**config.mk**
```make
export PLATFORM = sky130hd
export DESIGN_NAME = alu_lockstep_bist_flat
export DESIGN_NICKNAME = d
export VERILOG_FILES = /design/src/rtl/alu_lockstep_bist_if.sv /design/src/rtl/alu_lockstep_bist.sv /design/src/flat_wrapper.sv
export SDC_FILE = /design/constraint.sdc
export NUM_CORES = 1
export LEC_CHECK = 0
export ABC_AREA = 1
export CAP_MARGIN = 10
export CORE_MARGIN = 1
export CORE_UTILIZATION = 49
export DETAILED_ROUTE_END_ITERATION = 10
export GPL_TIMING_DRIVEN = 0
export PLACE_DENSITY = 0.82
export SYNTH_ARGS = -nofsm -noshare
export SYNTH_HDL_FRONTEND = slang
export SYNTH_SLANG_ARGS = --single-unit
```
**constraint.sdc**
```tcl
create_clock -name clk -period 2.95 [get_ports clk]
set_input_delay 0.59 -clock clk [delete_from_list [all_inputs] [get_ports clk]]
set_output_delay 0.59 -clock clk [all_outputs]
set_load 0.005 [all_outputs]
```
**src/rtl/alu_lockstep_bist_if.sv**
```systemverilog
// Handshake and vector bus between the lockstep BIST controller and the dual ALU / host.
// The slave modport is the BIST controller's view; master is the host/ALU side.
interface alu_lockstep_bist_if;
    logic       start;
    logic       inject;
    logic [7:0] a0;
    logic [7:0] b0;
    logic [7:0] a1;
    logic [7:0] b1;
    logic [1:0] alu_sel1;
    logic [1:0] alu_sel2;
    logic [7:0] x;
    logic       y;
    logic       busy;
    logic       done;
    logic       pass;
    logic [4:0] err_count;
    logic [3:0] first_fail_idx;
    logic       first_fail_valid;

    modport slave (
        input  start, inject, x, y,
        output a0, b0, a1, b1, alu_sel1, alu_sel2,
        output busy, done, pass, err_count, first_fail_idx, first_fail_valid
    );

    modport master (
        output start, inject, x, y,
        input  a0, b0, a1, b1, alu_sel1, alu_sel2,
        input  busy, done, pass, err_count, first_fail_idx, first_fail_valid
    );
endinterface

```
**src/rtl/alu_lockstep_bist.sv**
```systemverilog
// Built-in self test for a lockstep dual ALU: walks 16 fixed vectors through both lanes and
// counts vectors whose lane outputs disagree (nonzero XOR or carry mismatch).
module alu_lockstep_bist #(
    parameter int unsigned SETTLE = 2
) (
    input  logic                 clk,
    input  logic                 rst_n,
    alu_lockstep_bist_if.slave   bus
);

    typedef enum logic [2:0] {StIdle, StDrive, StWait, StCheck, StDone} state_t;

    localparam logic [3:0] SettleCnt = 4'(SETTLE);

    state_t     state;
    logic [3:0] idx;
    logic [3:0] cnt;
    logic       inj;
    logic [7:0] a0_r, b0_r, a1_r, b1_r;
    logic [1:0] sel1_r, sel2_r;
    logic       busy_r, done_r, pass_r, ffv_r;
    logic [4:0] err_r;
    logic [3:0] ffi_r;

    logic [7:0] vec_a, vec_b;
    logic       mismatch;

    always_comb begin
        vec_a = 8'h00;
        vec_b = 8'h00;
        case (idx[1:0])
            2'd0: begin vec_a = 8'h00; vec_b = 8'h00; end
            2'd1: begin vec_a = 8'h81; vec_b = 8'h81; end
            2'd2: begin vec_a = 8'hFF; vec_b = 8'h01; end
            default: begin vec_a = 8'h55; vec_b = 8'hAA; end
        endcase
    end

    assign mismatch = (bus.x != 8'h00) || bus.y;

    always_ff @(posedge clk or negedge rst_n) begin
        if (!rst_n) begin
            state  <= StIdle;
            idx    <= '0;
            cnt    <= '0;
            inj    <= 1'b0;
            a0_r   <= '0;
            b0_r   <= '0;
            a1_r   <= '0;
            b1_r   <= '0;
            sel1_r <= '0;
            sel2_r <= '0;
            busy_r <= 1'b0;
            done_r <= 1'b0;
            pass_r <= 1'b0;
            err_r  <= '0;
            ffi_r  <= '0;
            ffv_r  <= 1'b0;
        end else begin
            done_r <= 1'b0;
            case (state)
                StIdle: begin
                    if (bus.start) begin
                        err_r  <= '0;
                        ffv_r  <= 1'b0;
                        ffi_r  <= '0;
                        pass_r <= 1'b0;
                        inj    <= bus.inject;
                        idx    <= '0;
                        busy_r <= 1'b1;
                        state  <= StDrive;
                    end
                end
                StDrive: begin
                    a0_r   <= vec_a;
                    a1_r   <= vec_a;
                    b0_r   <= vec_b;
                    b1_r   <= vec_b ^ {7'b0, inj};
                    sel1_r <= idx[3:2];
                    sel2_r <= idx[3:2];
                    cnt    <= SettleCnt;
                    state  <= StWait;
                end
                StWait: begin
                    cnt <= cnt - 4'd1;
                    if (cnt == 4'd1) begin
                        state <= StCheck;
                    end
                end
                StCheck: begin
                    if (mismatch) begin
                        err_r <= err_r + 5'd1;
                        if (!ffv_r) begin
                            ffi_r <= idx;
                            ffv_r <= 1'b1;
                        end
                    end
                    if (idx == 4'd15) begin
                        // pass is resolved here so it is valid alongside the done pulse
                        pass_r <= (err_r == 5'd0) && !mismatch;
                        busy_r <= 1'b0;
                        done_r <= 1'b1;
                        state  <= StDone;
                    end else begin
                        idx   <= idx + 4'd1;
                        state <= StDrive;
                    end
                end
                StDone: begin
                    state <= StIdle;
                end
                default: begin
                    state <= StIdle;
                end
            endcase
        end
    end

    assign bus.a0               = a0_r;
    assign bus.b0               = b0_r;
    assign bus.a1               = a1_r;
    assign bus.b1               = b1_r;
    assign bus.alu_sel1         = sel1_r;
    assign bus.alu_sel2         = sel2_r;
    assign bus.busy             = busy_r;
    assign bus.done             = done_r;
    assign bus.pass             = pass_r;
    assign bus.err_count        = err_r;
    assign bus.first_fail_idx   = ffi_r;
    assign bus.first_fail_valid = ffv_r;

endmodule

```
**src/flat_wrapper.sv**
```systemverilog
// flat-port wrapper written by rule: the top's interface ports become plain ports
module alu_lockstep_bist_flat 
#(
    parameter int unsigned SETTLE = 2
)
  (clk, rst_n, bus_start, bus_inject, bus_x, bus_y, bus_a0, bus_b0, bus_a1, bus_b1, bus_alu_sel1, bus_alu_sel2, bus_busy, bus_done, bus_pass, bus_err_count, bus_first_fail_idx, bus_first_fail_valid);
  alu_lockstep_bist_if bus_i ();
  input  logic clk;
  input  logic rst_n;
  input wire logic [$bits(bus_i.start)-1:0] bus_start;
  input wire logic [$bits(bus_i.inject)-1:0] bus_inject;
  input wire logic [$bits(bus_i.x)-1:0] bus_x;
  input wire logic [$bits(bus_i.y)-1:0] bus_y;
  output wire logic [$bits(bus_i.a0)-1:0] bus_a0;
  output wire logic [$bits(bus_i.b0)-1:0] bus_b0;
  output wire logic [$bits(bus_i.a1)-1:0] bus_a1;
  output wire logic [$bits(bus_i.b1)-1:0] bus_b1;
  output wire logic [$bits(bus_i.alu_sel1)-1:0] bus_alu_sel1;
  output wire logic [$bits(bus_i.alu_sel2)-1:0] bus_alu_sel2;
  output wire logic [$bits(bus_i.busy)-1:0] bus_busy;
  output wire logic [$bits(bus_i.done)-1:0] bus_done;
  output wire logic [$bits(bus_i.pass)-1:0] bus_pass;
  output wire logic [$bits(bus_i.err_count)-1:0] bus_err_count;
  output wire logic [$bits(bus_i.first_fail_idx)-1:0] bus_first_fail_idx;
  output wire logic [$bits(bus_i.first_fail_valid)-1:0] bus_first_fail_valid;
  assign bus_i.start = bus_start;
  assign bus_i.inject = bus_inject;
  assign bus_i.x = bus_x;
  assign bus_i.y = bus_y;
  assign bus_a0 = bus_i.a0;
  assign bus_b0 = bus_i.b0;
  assign bus_a1 = bus_i.a1;
  assign bus_b1 = bus_i.b1;
  assign bus_alu_sel1 = bus_i.alu_sel1;
  assign bus_alu_sel2 = bus_i.alu_sel2;
  assign bus_busy = bus_i.busy;
  assign bus_done = bus_i.done;
  assign bus_pass = bus_i.pass;
  assign bus_err_count = bus_i.err_count;
  assign bus_first_fail_idx = bus_i.first_fail_idx;
  assign bus_first_fail_valid = bus_i.first_fail_valid;
  alu_lockstep_bist #(.SETTLE(SETTLE)) u_core (.clk(clk), .rst_n(rst_n), .bus(bus_i));
endmodule
```
==> summary.md <==
| Metric | Value |
|---|---|
| # fillers | 280 |
| Buffer depth of the longest clock path | 2 |
| RSZ-0062 raised after global routing | false |
| Largest stage delay, worst path | 0.49 ns |
| Starting Density | 53.1% |
| Root Driver | clkbuf_8 |
| Ports | 62 |
| CTS tree | yes |
| Relative slew slack | 50.0% |
| Share of layout cells above drive strength 1 | 18.4% |
| Setup Buffers After CTS | 0 |
| Status | completed |
| Async S/R FF share, synth | 100% |
| Post-synth EDFFs | 0 |
| Placed Instances | 315 |
| Synth Register Bits | 34 |
| Vias in the first global route | 1390 |
| Skew final | 0.00353 ns |
| CP Max Fanout | 7 |
| H-tree levels | 2 |
| Tightest Pin Transition | 0.751 ns |
| Final cell count without fillers | 323 |
| Largest net degree at the start of global routing | 35 |
| Cells after Synth | 209 |
| Routed Antenna Nets | 0 |
| Leak | 0.00129 µW |
| PwrDens | 890 nW/µm² |
| Setup violations, final | 0 |
| Clk slew on worst S/H paths | 0.07 ns |
| Achievable Freq | 0.515 GHz |
| Critical path buffers and inverters | 2 |
| Final min period | 1.94 ns |
| Pre-Repair DR Iteration Count | 4 |
| Biggest area consumer among synthesized cells | dfrtp_1 |
| Routed vias/inst | 4.63 |
| Hold WC Path Type | primary input to asynchronous set/reset pin |
| Crit end category | output port |
| Slowest cell on crit path | clkdlybuf4s50_1 |
| Clk_lat worst skew | 0.29 ns |
| Initial antenna violation count | 0 |
| Final period util | 65.8% |
| CP arrival | 1.35 ns |
| Num CTS Buffers | 5 |
| Synth top area cells | dfrtp_1 46%, buf_4 11%, nand2_1 9.8% |
| Count leader, synth | nand2_1 |
| PostCTS Resize Cnt | 0 |
| CP top delay family | buffers and inverters |
| Final setup TNS | 0 ns |
| Cts-stage hold buffer count | 0 |
| Top post-synthesis cells by count | 48 x nand2_1, 34 x dfrtp_1, 27 x buf_4 |
| Clock sink total | 34 |
| Total die area | 4000 µm² |
| Peak supply drop | 0.555 mV |
| WL per Instance | 10.7 µm |
| Placer congestion estimate | 0.775 |
| Total grt overflow | 0 |
| WS Path Type | flop to output port |
| CP required | 2.36 ns |
| Max_cap viols | 0 |
| Ant. Diodes | 0 |
| Final wirelength | 3440 µm |
| Initial detailed-routing violation count | 46 |
| DR vias | 1495 |
| Final hold viol count | 0 |
| Netlist cell types | 24 |
| Number of cell rows | 21 |
| # port buffers | 55 |
| CP startpoint kind | flop |
| Final Max Tran Viols | 0 |
| Sequential fraction of the synthesis area | 46.2% |
| Main flop type after synthesis | dfrtp_1 |
| Critical-path cell list | buf_4 -> clkdlybuf4s50_1 |
| Die Height | 63.3 µm |
| Nets@finish | 297 |
| Die span in x | 63.3 µm |
| First-pass GRT wire length | 6090 µm |
| Mapped Area | 1840 µm² |
| Dpl hpwl | 2640 µm |
| Share of the synthesized area in the top cell type | 46.2% |
| Gr usage total | 19.9% |
| P&R area growth vs syn | 38.7% |
| CORE AREA | 3470 µm² |
| Mean post-synth cell area | 8.81 µm² |
| Detailed-route DRC error count | 0 |
| Yosys Warn Count | 0 |
==> area by class of cell <==
cell class | count | area [µm²] | area share [%]
inverters | 21 | 78.8 | 3.09
plain buffers | 28 | 208 | 8.13
flip-flops and latches | 34 | 851 | 33.3
repair buffers | 55 | 546 | 21.4
multi-input cells | 131 | 722 | 28.3
clock buffers | 7 | 86.3 | 3.38
clock inverters | 1 | 5.00 | 0.196
well taps | 46 | 57.6 | 2.25
==> worst register-to-register path: stages (launching register included) <==
cell and delay, ns:
dfrtp_1 0.40, nor2_1 0.22, nand3_2 0.22, nand2_2 0.19
nand2_4 0.09, nand2_1 0.07, o21ai_0 0.11
==> where the power goes <==
| part | internal, µW | switching (µW) | leakage, µW |
|---|---|---|---|
| registers | 619 | 140 | 0.000441 |
| logic | 674 | 487 | 0.000799 |
| clock network | 188 | 165 | 0.0000482 |
| total | 1480 | 792 | 0.00129 |
==> worst paths after layout <==
kind / from / end / slack, ns / depth (start not counted)
max: u_core.bus.a0[6] / bus_a1[4] / 1.01 / 2
min: rst_n / u_core.bus.first_fail_idx[2] / 0.37 / 1
max reg2reg: u_core.state[1] / u_core.bus.err_count[2] / 1.51 / 6
min reg2reg: u_core.bus.first_fail_idx[0] / u_core.bus.first_fail_idx[0] / 0.47 / 2
max in group asynchronous: rst_n / u_core.bus.err_count[2] / 2.10 / 1
min in group clk: u_core.bus.first_fail_idx[0] / u_core.bus.first_fail_idx[0] / 0.47 / 2
==> cells in the final DEF (no fill, tap or decap), types with 2 or more instances in the layout <==
cell type	count
nand4_1	4
nor2_1	14
clkbuf_8	6
o21ai_0	8
nand2_4	3
o21ai_1	5
dfrtp_1	34
clkdlybuf4s50_1	54
nand3_2	3
conb_1	6
ha_1	8
o22ai_1	3
nand2_1	48
a21oi_1	4
buf_4	27
xnor2_1	3
nand3_1	9
xor2_1	4
inv_1	20
buf_2	2
nand2_2	4
nor2_4	2
==> registers in the layout (all words and copies together), names as in the netlist <==
register	flops
u_core.idx	4
u_core.bus.alu_sel1	2
u_core.bus.b0	2
u_core.bus.done	1
u_core.bus.busy	1
u_core.bus.pass	1
u_core.bus.b1	2
u_core.state	3
u_core.cnt	4
u_core.inj	1
u_core.bus.err_count	5
u_core.bus.first_fail_valid	1
u_core.bus.a0	3
u_core.bus.first_fail_idx	4
==> through the flow <==
stage	utilization, %	setup WS [ns]	hold slack [ns]	total power, µW	cell area, µm²
2_1_floorplan	-	1.56	0.294	1400	1860
3_3_place_gp	71.1	0.571	0.460	1910	2470
3_5_place_dp	71.0	1.04	0.463	1940	2460
4_1_cts	73.6	0.983	0.387	2300	2550
5_1_grt	73.6	0.921	0.426	2470	2550
6_report	73.6	1.01	0.367	2270	2550
==> metal layers <==
layer  vias to the layer above  wire length [µm]  share of wire (%)  track usage [%]
met3                         8               193                5.6             5.62
met4                         0                82                2.4             11.9
met1                       673              1510                 44             22.8
met2                        48              1660                 48             32.8
li1                        766                 -                  -                -
met5                         -                 0                  0                0
==> logic make-up after synthesis <==
logic type	share of synthesized area [%]
and+or+nand+nor	23.2
buffers and inverters	15.6
DFF	46.2
AOI/OAI and AO/OA	6.05
adders and majority gates	5.44
xor gates and xnor gates	3.33
other	0.204
(Power assumes the default switching activity.)
